[src/rtl/axi_txn_arbiter_pkg.sv]
// Shared types for the transaction-locked 2:1 AXI4 arbiter: FSM/direction
// encodings, master indices and packed request/response channel bundles.
package axi_txn_arbiter_pkg;

  localparam int ADDR_W  = 32;
  localparam int ID_W    = 4;
  localparam int LEN_W   = 8;
  localparam int SIZE_W  = 3;
  localparam int BURST_W = 2;
  localparam int DATA_W  = 64;
  localparam int STRB_W  = 8;
  localparam int RESP_W  = 2;

  typedef enum logic {IDLE = 1'b0, BUSY = 1'b1} state_e;
  typedef enum logic {READ = 1'b0, WRITE = 1'b1} dir_e;

  localparam logic IFU = 1'b0;
  localparam logic EXU = 1'b1;

  // Everything a master drives toward the slave
  typedef struct packed {
    logic               awvalid;
    logic [ADDR_W-1:0]  awaddr;
    logic [ID_W-1:0]    awid;
    logic [LEN_W-1:0]   awlen;
    logic [SIZE_W-1:0]  awsize;
    logic [BURST_W-1:0] awburst;
    logic               wvalid;
    logic [DATA_W-1:0]  wdata;
    logic [STRB_W-1:0]  wstrb;
    logic               wlast;
    logic               bready;
    logic               arvalid;
    logic [ADDR_W-1:0]  araddr;
    logic [ID_W-1:0]    arid;
    logic [LEN_W-1:0]   arlen;
    logic [SIZE_W-1:0]  arsize;
    logic [BURST_W-1:0] arburst;
    logic               rready;
  } axi_req_t;

  // Everything the slave drives back toward a master
  typedef struct packed {
    logic               awready;
    logic               wready;
    logic               bvalid;
    logic [ID_W-1:0]    bid;
    logic [RESP_W-1:0]  bresp;
    logic               arready;
    logic               rvalid;
    logic [ID_W-1:0]    rid;
    logic [DATA_W-1:0]  rdata;
    logic [RESP_W-1:0]  rresp;
    logic               rlast;
  } axi_rsp_t;

  // Tie goes to whichever master did not win last time
  function automatic logic pick_winner(input logic req_ifu, input logic req_exu,
                                       input logic rr_last);
    if (req_ifu && req_exu) return ~rr_last;
    return req_exu;
  endfunction

endpackage

[src/rtl/axi_chan_mux.sv]
// Combinational 2:1 request mux and response demux; only the owner's channels
// for the locked direction are connected, everything else is held at zero.
module axi_chan_mux
  import axi_txn_arbiter_pkg::*;
(
  input  logic     busy_i,
  input  logic     owner_i,
  input  dir_e     dir_i,
  input  axi_req_t ifu_req_i,
  input  axi_req_t exu_req_i,
  input  axi_rsp_t mst_rsp_i,
  output axi_req_t mst_req_o,
  output axi_rsp_t ifu_rsp_o,
  output axi_rsp_t exu_rsp_o
);

  axi_req_t sel_req;
  axi_rsp_t gated_rsp;

  always_comb begin
    sel_req   = (owner_i == EXU) ? exu_req_i : ifu_req_i;
    mst_req_o = '0;
    gated_rsp = '0;
    if (busy_i) begin
      if (dir_i == READ) begin
        mst_req_o.arvalid = sel_req.arvalid;
        mst_req_o.araddr  = sel_req.araddr;
        mst_req_o.arid    = sel_req.arid;
        mst_req_o.arlen   = sel_req.arlen;
        mst_req_o.arsize  = sel_req.arsize;
        mst_req_o.arburst = sel_req.arburst;
        mst_req_o.rready  = sel_req.rready;
        gated_rsp.arready = mst_rsp_i.arready;
        gated_rsp.rvalid  = mst_rsp_i.rvalid;
        gated_rsp.rid     = mst_rsp_i.rid;
        gated_rsp.rdata   = mst_rsp_i.rdata;
        gated_rsp.rresp   = mst_rsp_i.rresp;
        gated_rsp.rlast   = mst_rsp_i.rlast;
      end else begin
        mst_req_o.awvalid = sel_req.awvalid;
        mst_req_o.awaddr  = sel_req.awaddr;
        mst_req_o.awid    = sel_req.awid;
        mst_req_o.awlen   = sel_req.awlen;
        mst_req_o.awsize  = sel_req.awsize;
        mst_req_o.awburst = sel_req.awburst;
        mst_req_o.wvalid  = sel_req.wvalid;
        mst_req_o.wdata   = sel_req.wdata;
        mst_req_o.wstrb   = sel_req.wstrb;
        mst_req_o.wlast   = sel_req.wlast;
        mst_req_o.bready  = sel_req.bready;
        gated_rsp.awready = mst_rsp_i.awready;
        gated_rsp.wready  = mst_rsp_i.wready;
        gated_rsp.bvalid  = mst_rsp_i.bvalid;
        gated_rsp.bid     = mst_rsp_i.bid;
        gated_rsp.bresp   = mst_rsp_i.bresp;
      end
    end
    ifu_rsp_o = (busy_i && owner_i == IFU) ? gated_rsp : '0;
    exu_rsp_o = (busy_i && owner_i == EXU) ? gated_rsp : '0;
  end

endmodule

[src/rtl/axi_txn_arbiter.sv]
// Transaction-locked 2:1 AXI4 arbiter (IFU/EXU -> io_master) with round-robin
// tie breaking and a watchdog that abandons a hung transaction.
module axi_txn_arbiter
  import axi_txn_arbiter_pkg::*;
#(
  parameter int unsigned TO_CYCLES = 4096,
  parameter int unsigned TO_W      = 13
) (
  input  logic        clk,
  input  logic        rst_n,
  // IFU slave-side port
  input  logic        ifu_awvalid,
  output logic        ifu_awready,
  input  logic [31:0] ifu_awaddr,
  input  logic [3:0]  ifu_awid,
  input  logic [7:0]  ifu_awlen,
  input  logic [2:0]  ifu_awsize,
  input  logic [1:0]  ifu_awburst,
  input  logic        ifu_wvalid,
  output logic        ifu_wready,
  input  logic [63:0] ifu_wdata,
  input  logic [7:0]  ifu_wstrb,
  input  logic        ifu_wlast,
  output logic        ifu_bvalid,
  input  logic        ifu_bready,
  output logic [1:0]  ifu_bresp,
  output logic [3:0]  ifu_bid,
  input  logic        ifu_arvalid,
  output logic        ifu_arready,
  input  logic [31:0] ifu_araddr,
  input  logic [3:0]  ifu_arid,
  input  logic [7:0]  ifu_arlen,
  input  logic [2:0]  ifu_arsize,
  input  logic [1:0]  ifu_arburst,
  output logic        ifu_rvalid,
  input  logic        ifu_rready,
  output logic [63:0] ifu_rdata,
  output logic [1:0]  ifu_rresp,
  output logic        ifu_rlast,
  output logic [3:0]  ifu_rid,
  // EXU slave-side port
  input  logic        exu_awvalid,
  output logic        exu_awready,
  input  logic [31:0] exu_awaddr,
  input  logic [3:0]  exu_awid,
  input  logic [7:0]  exu_awlen,
  input  logic [2:0]  exu_awsize,
  input  logic [1:0]  exu_awburst,
  input  logic        exu_wvalid,
  output logic        exu_wready,
  input  logic [63:0] exu_wdata,
  input  logic [7:0]  exu_wstrb,
  input  logic        exu_wlast,
  output logic        exu_bvalid,
  input  logic        exu_bready,
  output logic [1:0]  exu_bresp,
  output logic [3:0]  exu_bid,
  input  logic        exu_arvalid,
  output logic        exu_arready,
  input  logic [31:0] exu_araddr,
  input  logic [3:0]  exu_arid,
  input  logic [7:0]  exu_arlen,
  input  logic [2:0]  exu_arsize,
  input  logic [1:0]  exu_arburst,
  output logic        exu_rvalid,
  input  logic        exu_rready,
  output logic [63:0] exu_rdata,
  output logic [1:0]  exu_rresp,
  output logic        exu_rlast,
  output logic [3:0]  exu_rid,
  // Downstream master port
  output logic        io_master_awvalid,
  input  logic        io_master_awready,
  output logic [31:0] io_master_awaddr,
  output logic [3:0]  io_master_awid,
  output logic [7:0]  io_master_awlen,
  output logic [2:0]  io_master_awsize,
  output logic [1:0]  io_master_awburst,
  output logic        io_master_wvalid,
  input  logic        io_master_wready,
  output logic [63:0] io_master_wdata,
  output logic [7:0]  io_master_wstrb,
  output logic        io_master_wlast,
  input  logic        io_master_bvalid,
  output logic        io_master_bready,
  input  logic [1:0]  io_master_bresp,
  input  logic [3:0]  io_master_bid,
  output logic        io_master_arvalid,
  input  logic        io_master_arready,
  output logic [31:0] io_master_araddr,
  output logic [3:0]  io_master_arid,
  output logic [7:0]  io_master_arlen,
  output logic [2:0]  io_master_arsize,
  output logic [1:0]  io_master_arburst,
  input  logic        io_master_rvalid,
  output logic        io_master_rready,
  input  logic [63:0] io_master_rdata,
  input  logic [1:0]  io_master_rresp,
  input  logic        io_master_rlast,
  input  logic [3:0]  io_master_rid,
  // Status
  output logic        owner,
  output logic        busy,
  output logic        to_err
);

  localparam logic WD_EN = (TO_CYCLES != 0);

  axi_req_t ifu_req, exu_req, mst_req;
  axi_rsp_t ifu_rsp, exu_rsp, mst_rsp;

  assign ifu_req = {ifu_awvalid, ifu_awaddr, ifu_awid, ifu_awlen, ifu_awsize, ifu_awburst,
                    ifu_wvalid, ifu_wdata, ifu_wstrb, ifu_wlast, ifu_bready,
                    ifu_arvalid, ifu_araddr, ifu_arid, ifu_arlen, ifu_arsize, ifu_arburst,
                    ifu_rready};
  assign exu_req = {exu_awvalid, exu_awaddr, exu_awid, exu_awlen, exu_awsize, exu_awburst,
                    exu_wvalid, exu_wdata, exu_wstrb, exu_wlast, exu_bready,
                    exu_arvalid, exu_araddr, exu_arid, exu_arlen, exu_arsize, exu_arburst,
                    exu_rready};
  assign {io_master_awvalid, io_master_awaddr, io_master_awid, io_master_awlen,
          io_master_awsize, io_master_awburst, io_master_wvalid, io_master_wdata,
          io_master_wstrb, io_master_wlast, io_master_bready, io_master_arvalid,
          io_master_araddr, io_master_arid, io_master_arlen, io_master_arsize,
          io_master_arburst, io_master_rready} = mst_req;

  assign mst_rsp = {io_master_awready, io_master_wready, io_master_bvalid, io_master_bid,
                    io_master_bresp, io_master_arready, io_master_rvalid, io_master_rid,
                    io_master_rdata, io_master_rresp, io_master_rlast};
  assign {ifu_awready, ifu_wready, ifu_bvalid, ifu_bid, ifu_bresp, ifu_arready,
          ifu_rvalid, ifu_rid, ifu_rdata, ifu_rresp, ifu_rlast} = ifu_rsp;
  assign {exu_awready, exu_wready, exu_bvalid, exu_bid, exu_bresp, exu_arready,
          exu_rvalid, exu_rid, exu_rdata, exu_rresp, exu_rlast} = exu_rsp;

  state_e          state_q, state_d;
  dir_e            dir_q, dir_d;
  logic            owner_q, owner_d;
  logic            rr_last_q, rr_last_d;
  logic [TO_W-1:0] to_cnt_q, to_cnt_d;
  logic            to_err_q, to_err_d;

  logic req_ifu, req_exu, winner, win_arvalid, done, wd_expire;

  assign req_ifu     = ifu_arvalid | ifu_awvalid;
  assign req_exu     = exu_arvalid | exu_awvalid;
  assign winner      = pick_winner(req_ifu, req_exu, rr_last_q);
  assign win_arvalid = (winner == EXU) ? exu_arvalid : ifu_arvalid;

  // Completion is judged on the downstream handshake so it is owner-agnostic
  assign done = (state_q == BUSY) &&
                ((dir_q == READ)  ? (mst_rsp.rvalid & mst_req.rready & mst_rsp.rlast)
                                  : (mst_rsp.bvalid & mst_req.bready));
  assign wd_expire = WD_EN && (state_q == BUSY) && !done &&
                     (to_cnt_q == TO_W'(TO_CYCLES - 1));

  always_comb begin
    state_d   = state_q;
    dir_d     = dir_q;
    owner_d   = owner_q;
    rr_last_d = rr_last_q;
    to_cnt_d  = to_cnt_q;
    to_err_d  = 1'b0;
    if (state_q == IDLE) begin
      to_cnt_d = '0;
      if (req_ifu || req_exu) begin
        state_d   = BUSY;
        owner_d   = winner;
        rr_last_d = winner;
        dir_d     = win_arvalid ? READ : WRITE;
      end
    end else begin
      to_cnt_d = to_cnt_q + TO_W'(1);
      if (done) begin
        state_d = IDLE;
      end else if (wd_expire) begin
        state_d  = IDLE;
        to_err_d = 1'b1;
      end
    end
  end

  always_ff @(posedge clk or negedge rst_n) begin
    if (!rst_n) begin
      state_q   <= IDLE;
      dir_q     <= READ;
      owner_q   <= IFU;
      rr_last_q <= EXU;
      to_cnt_q  <= '0;
      to_err_q  <= 1'b0;
    end else begin
      state_q   <= state_d;
      dir_q     <= dir_d;
      owner_q   <= owner_d;
      rr_last_q <= rr_last_d;
      to_cnt_q  <= to_cnt_d;
      to_err_q  <= to_err_d;
    end
  end

  assign busy   = (state_q == BUSY);
  assign owner  = owner_q;
  assign to_err = to_err_q;

  axi_chan_mux u_mux (
    .busy_i    (busy),
    .owner_i   (owner_q),
    .dir_i     (dir_q),
    .ifu_req_i (ifu_req),
    .exu_req_i (exu_req),
    .mst_rsp_i (mst_rsp),
    .mst_req_o (mst_req),
    .ifu_rsp_o (ifu_rsp),
    .exu_rsp_o (exu_rsp)
  );

endmodule
[config.mk]
export PLATFORM = sky130hd
export DESIGN_NAME = axi_txn_arbiter
export DESIGN_NICKNAME = d
export VERILOG_FILES = /design/src/rtl/axi_txn_arbiter_pkg.sv /design/src/rtl/axi_chan_mux.sv /design/src/rtl/axi_txn_arbiter.sv
export SDC_FILE = /design/constraint.sdc
export NUM_CORES = 1
export LEC_CHECK = 0
export BUFFER_PORTS_ARGS = -buffer_cell sky130_fd_sc_hd__buf_2
export CORE_AREA = 10 10 297 299
export CTS_BUF_LIST = sky130_fd_sc_hd__clkbuf_4 sky130_fd_sc_hd__clkbuf_8 sky130_fd_sc_hd__clkbuf_16
export CTS_CLUSTER_DIAMETER = 200
export CTS_CLUSTER_SIZE = 28
export DETAILED_ROUTE_END_ITERATION = 16
export DIE_AREA = 0 0 307 309
export PLACE_DENSITY = 0.3
export SLEW_MARGIN = 20
export SYNTH_ARGS = -nofsm -noshare
export SYNTH_HDL_FRONTEND = slang
export SYNTH_SLANG_ARGS = --single-unit
[constraint.sdc]
create_clock -name clk -period 1.5 [get_ports clk]
set_input_delay 0.075 -clock clk [delete_from_list [all_inputs] [get_ports clk]]
set_output_delay 0.075 -clock clk [all_outputs]
set_load 0.02 [all_outputs]
Yosys cells after proc, flatten, opt, wreduce, memory -nomap -nowiden --
Cells that the tools add are included.
Storage, ports and cells: bits in writable memories 0, logic and storage cells 48, memories 0, ROM bits 0, output and inout bits 343, register bits after elaboration 18, bits in latches 0, input bits 436
Cells by class: shift operators 0, reduce and logical (&&, ||, !) cells 9, bitwise logic cells 8, $mul 0, div/mod/pow operators 0, magnitude comparators 0, mux-type cells 23, add/subtract/negate cells 1, equal/unequal tests 1
Operators with widths (number):
- $mux 176 | 2
- $mux 82 | 3
- $mux 125 | 1
- $mux 73 | 1
- $mux 51 | 1
- $add 13x1->13 const B | 1
- $eq 13x12->1 const B | 1
- $mux 1 | 13
- $mux 13 | 1
- $mux 9 | 1
- $logic_and 1x1->1 | 6
- $and 1x1->1 | 3
- $not 1->1 | 3
- $or 1x1->1 | 2
- $reduce_and 2->1 | 1
- $logic_not 1->1 | 1
- $logic_or 1x1->1 | 1

Logic depth before layout (Yosys ltp) --
depth in word-level cells 13, depth in mapped cells 5, mapped depth without buffers 4

Hierarchy --
A second synthesis with hierarchy kept.
Unflattened totals: cells, all modules 751, area, all modules 4924.7 µm²
Modules (own cells, without submodules):
- axi_chan_mux | instances 1, cells an instance 667, area each 4057.6 µm²
- axi_txn_arbiter | instances 1, cells an instance 84, area each 867.1 µm²

Worst setup path after synthesis --
Ideal clock, no wire load.
path type register to output, start point reg owner_q, in the netlist owner, end point out io_master_awaddr[0], stages on the path, launching flop included 6, path buffers 3, setup slack -57 ps, arrival 1482 ps, cell sequence dfrtp_1 > buf_2 > buf_4 > buf_4 > mux2i_1 > nor2_1
On the way: longest elaborated chain between the ends 3
Ends and longest elaborated chain:
- start, declared | RTL line axi_txn_arbiter.sv:136 | logic owner_q, owner_d;
- start signal, assigned | RTL line axi_txn_arbiter.sv:192 | owner_q <= owner_d;
- $mux 176 | RTL line axi_chan_mux.sv:21 | sel_req = (owner_i == EXU) ? exu_req_i : ifu_req_i;
- $mux 125 | RTL line axi_chan_mux.sv:25 | if (dir_i == READ) begin
- $mux 176 | RTL line axi_chan_mux.sv:24 | if (busy_i) begin
- end, declared | RTL line axi_txn_arbiter.sv:74 | output logic [31:0] io_master_awaddr,
Every way passes these cells.

Worst setup path in the final report --
start point reg owner_q, in the netlist owner, end point out io_master_awaddr[19]
The elaborated chain is that of the path after synthesis.

==> flow_metrics.env <==
export IMPL_outcome="finished, violations left"
export IMPL_violations="negative setup slack"
export IMPL_avgSynthCellArea_um2=7.12
export IMPL_max_freq_mhz=537
export IMPL_vias=8025
export IMPL_dpl_hpwl_mm=50.4
export IMPL_switching_share=0.545
export IMPL_wl_per_cell_um=22.4
export IMPL_grt_util_all_layers=0.106
export IMPL_wirelength_mm=55.9
export IMPL_synth_edf_count=0
export IMPL_antenna_found_initial=32
export IMPL_portBuffers=778
export IMPL_ys_warn_count=0
export IMPL_hold_ws_ns=0.174
export IMPL_comb_power_share=0.938
export IMPL_multiInputGateArea_um2=4040
export IMPL_register_area_um2=457
export IMPL_end_kind="output port"
export IMPL_critPathKind="flip-flop to output port"
export IMPL_drtAntennaViolNets=0
export IMPL_seq_area_frac_synth=0.103
export IMPL_finalHoldViolCount=0
export IMPL_post_route_util=0.140
export IMPL_firstDrtPassIters=4
export IMPL_required_ns=1.42
export IMPL_place_gp_congestion=0.892
export IMPL_grt_pass1_vias=8325
export IMPL_synth_common_cells="and2_1 (148), nor2_1 (132), mux2i_1 (126)"
export IMPL_cts_made_buffers=3
export IMPL_hold_path_class="input pin to flip-flop"
export IMPL_core_area_um2=81800
export IMPL_power_leakage_uw=0.00619
export IMPL_ys_seq_elements=18
export IMPL_postSynthNetCount=1054
export IMPL_grt_max_degree=31
export IMPL_cts_tree="yes"
export IMPL_slowest_stage="dfrtp_4"
export IMPL_power_frac_clock=0.028
export IMPL_syn_inst=617
export IMPL_clk_insertion_delay_late_ns=0.25
export IMPL_synth_area_um2=4390
export IMPL_drv_slew=0
export IMPL_ios=779
export IMPL_dr_first_iter_drc_count=398
export IMPL_rsz0062_at_grt="yes"
export IMPL_power_uw=21400
export IMPL_cp_start_kind="flip-flop"
export IMPL_synth_area_top_cells="mux2i_1 (29%), and2_1 (21%), nor2_1 (11%)"
export IMPL_clockBufferDepth=2
export IMPL_synth_top_area_cell="mux2i_1"
export IMPL_globalRoute_totalOverflow=0
export IMPL_chipWidth_um=307
export IMPL_cts_max_level=1
export IMPL_fin_ws_ns=-0.364
export IMPL_clkTransAtPathRegs_ns=0.06
export IMPL_cts_root_buf="clkbuf_16"
export IMPL_drive_gt1_frac=0.691
export IMPL_crit_buf_inv=4
export IMPL_synth_ff_type="dfrtp_1"
export IMPL_start_util=0.0537
export IMPL_vias_per_cell=3.22
export IMPL_pwr_share_seq=0.033
export IMPL_setup_violations_final=340
export IMPL_worst_ep_arrival_time_ns=1.79
export IMPL_final_nets=1862
export IMPL_worstPathCellList="buf_12 -> buf_12 -> mux2i_2 -> nor2_2 -> buf_4 -> buf_4"
export IMPL_switching_power_uw=11700
export IMPL_worst_slew_pin_slew_ns=0.589
export IMPL_die_area_um2=94900
export IMPL_cp_top_family="buffers and inverters"
export IMPL_drv_cap=0
export IMPL_synthToLayoutAreaGrowth_pct=160
export IMPL_remaining_drc_errors=0
export IMPL_ir_worst_vdd_v=0.000941
export IMPL_clock_skew_ns=0.00249
export IMPL_chipHeight_um=309
export IMPL_fin_crit_ns=1.86
export IMPL_internal_power_uw=9740
export IMPL_grt_pass1_wl_mm=71.9
export IMPL_synth_top_area_frac=0.287
export IMPL_clock_sinks=18
export IMPL_async_flop_share=1.00
export IMPL_power_density_nw_per_um2=1870
export IMPL_slowest_delay_ns=0.50
export IMPL_worstPathMaxFanout=22
export IMPL_synth_cell_type_count=38
export IMPL_rows=105
export IMPL_slew_limit_headroom=0.604
export IMPL_fill_cells=9523
export IMPL_finalCritPeriodShare=1.24
export IMPL_yosysMostFrequentCell="and2_1"
[state kept, by name, indices dropped and copies added (netlist names)]
signal	cells
owner	1
busy	1
dir_q	1
rr_last_q	1
to_cnt_q	13
to_err	1
[path summary, 6_finish.rpt]
| path | start | end | slack (ns) | cells after the start |
|---|---|---|---|---|
| worst max-delay path | owner | io_master_awaddr[19] | -0.36 | 6 |
| worst min-delay path | exu_awvalid | rr_last_q | 0.17 | 3 |
| worst max register to register | owner | busy | -0.06 | 5 |
| worst min register to register | rr_last_q | rr_last_q | 0.53 | 2 |
| max in group asynchronous | rst_n | owner | 0.84 | 2 |
| min in group asynchronous | rst_n | to_cnt_q[0] | 0.31 | 2 |
[cell usage in the layout, fill, tap and decap left out, types with 6 or more instances in the layout]
| cell | netlist | routed |
|---|---|---|
| a21oi_1 | 7 | 7 |
| a22o_1 | 50 | 50 |
| and2_1 | 148 | 103 |
| and2_4 | 0 | 45 |
| and3_1 | 18 | 18 |
| buf_12 | 0 | 19 |
| buf_2 | 25 | 667 |
| buf_4 | 6 | 87 |
| buf_6 | 1 | 79 |
| dfrtp_1 | 17 | 15 |
| mux2i_1 | 126 | 102 |
| mux2i_2 | 0 | 17 |
| mux2i_4 | 0 | 7 |
| nand3_1 | 6 | 6 |
| nor2_1 | 132 | 94 |
| nor2_2 | 2 | 35 |
| o21ai_0 | 7 | 7 |
| o31ai_1 | 6 | 6 |
[layer usage]
layer,part of all wire,track usage
met1,0.45,0.142
met2,0.47,0.180
met5,0.00057,0
met4,0.0049,0.00170
met3,0.068,0.0252
[power groups by stage]
| stage | Sequential, uW | Clock, uW | Combinational (uW) |
|---|---|---|---|
| floorplan | 752 | 0 | 9750 |
| global placement | 708 | 0 | 17400 |
| detailed placement | 713 | 0 | 17400 |
| CTS | 713 | 620 | 19000 |
| global route | 726 | 636 | 21300 |
| finish | 711 | 606 | 20100 |
[timing repair]
action | in CTS | in global routing
cloned | 3 | 3
endpoints found under the setup margin | 341 | 346
pin swaps | 16 | 15
resized for setup | 129 | 156
endpoints found under the hold margin | 17 | 0
hold buffers | 1 | 0
buffers inserted | 5 | 1
[layout make-up]
class | instances | area share
flip-flops and latches | 18 | 0.0400
repair buffers | 862 | 0.480
multi-input cells | 536 | 0.354
clock buffers | 4 | 0.00777
well taps | 1070 | 0.117
diodes | 2 | 0.000438
inverters | 4 | 0.00153
[metrics by stage]
step	cells	setup WS (ns)	setup TNS, ns	instance area [um2]
finish	2496	-0.364	-80.19	11400
CTS	2490	-0.381	-87.37	10900
detailed placement	2477	-0.465	-10.99	10200
global route	2494	-0.421	-102.61	11400
floorplan	617	-0.0568	-0.853	4480
global placement	2477	-0.440	-7.95	10200
[cells by family (layout without fill, tap and decap cells)]
group,after synthesis,count (layout),synth area share
AND/OR/NAND/NOR,330,330,0.396
multiplexers,126,126,0.287
AO/OA/AOI/OAI,76,76,0.137
buffers and inverters,63,870,0.0678
flip-flops,18,18,0.103
XOR/XNOR,3,3,0.00598
adder cells (fa/ha/maj),1,1,0.00285
other,0,2,0
[worst min-delay path: stages]
cell and delay [ns]:
buf_2 0.12, nor2_1 0.13, o31ai_1 0.09
(Power assumes the default switching activity.)
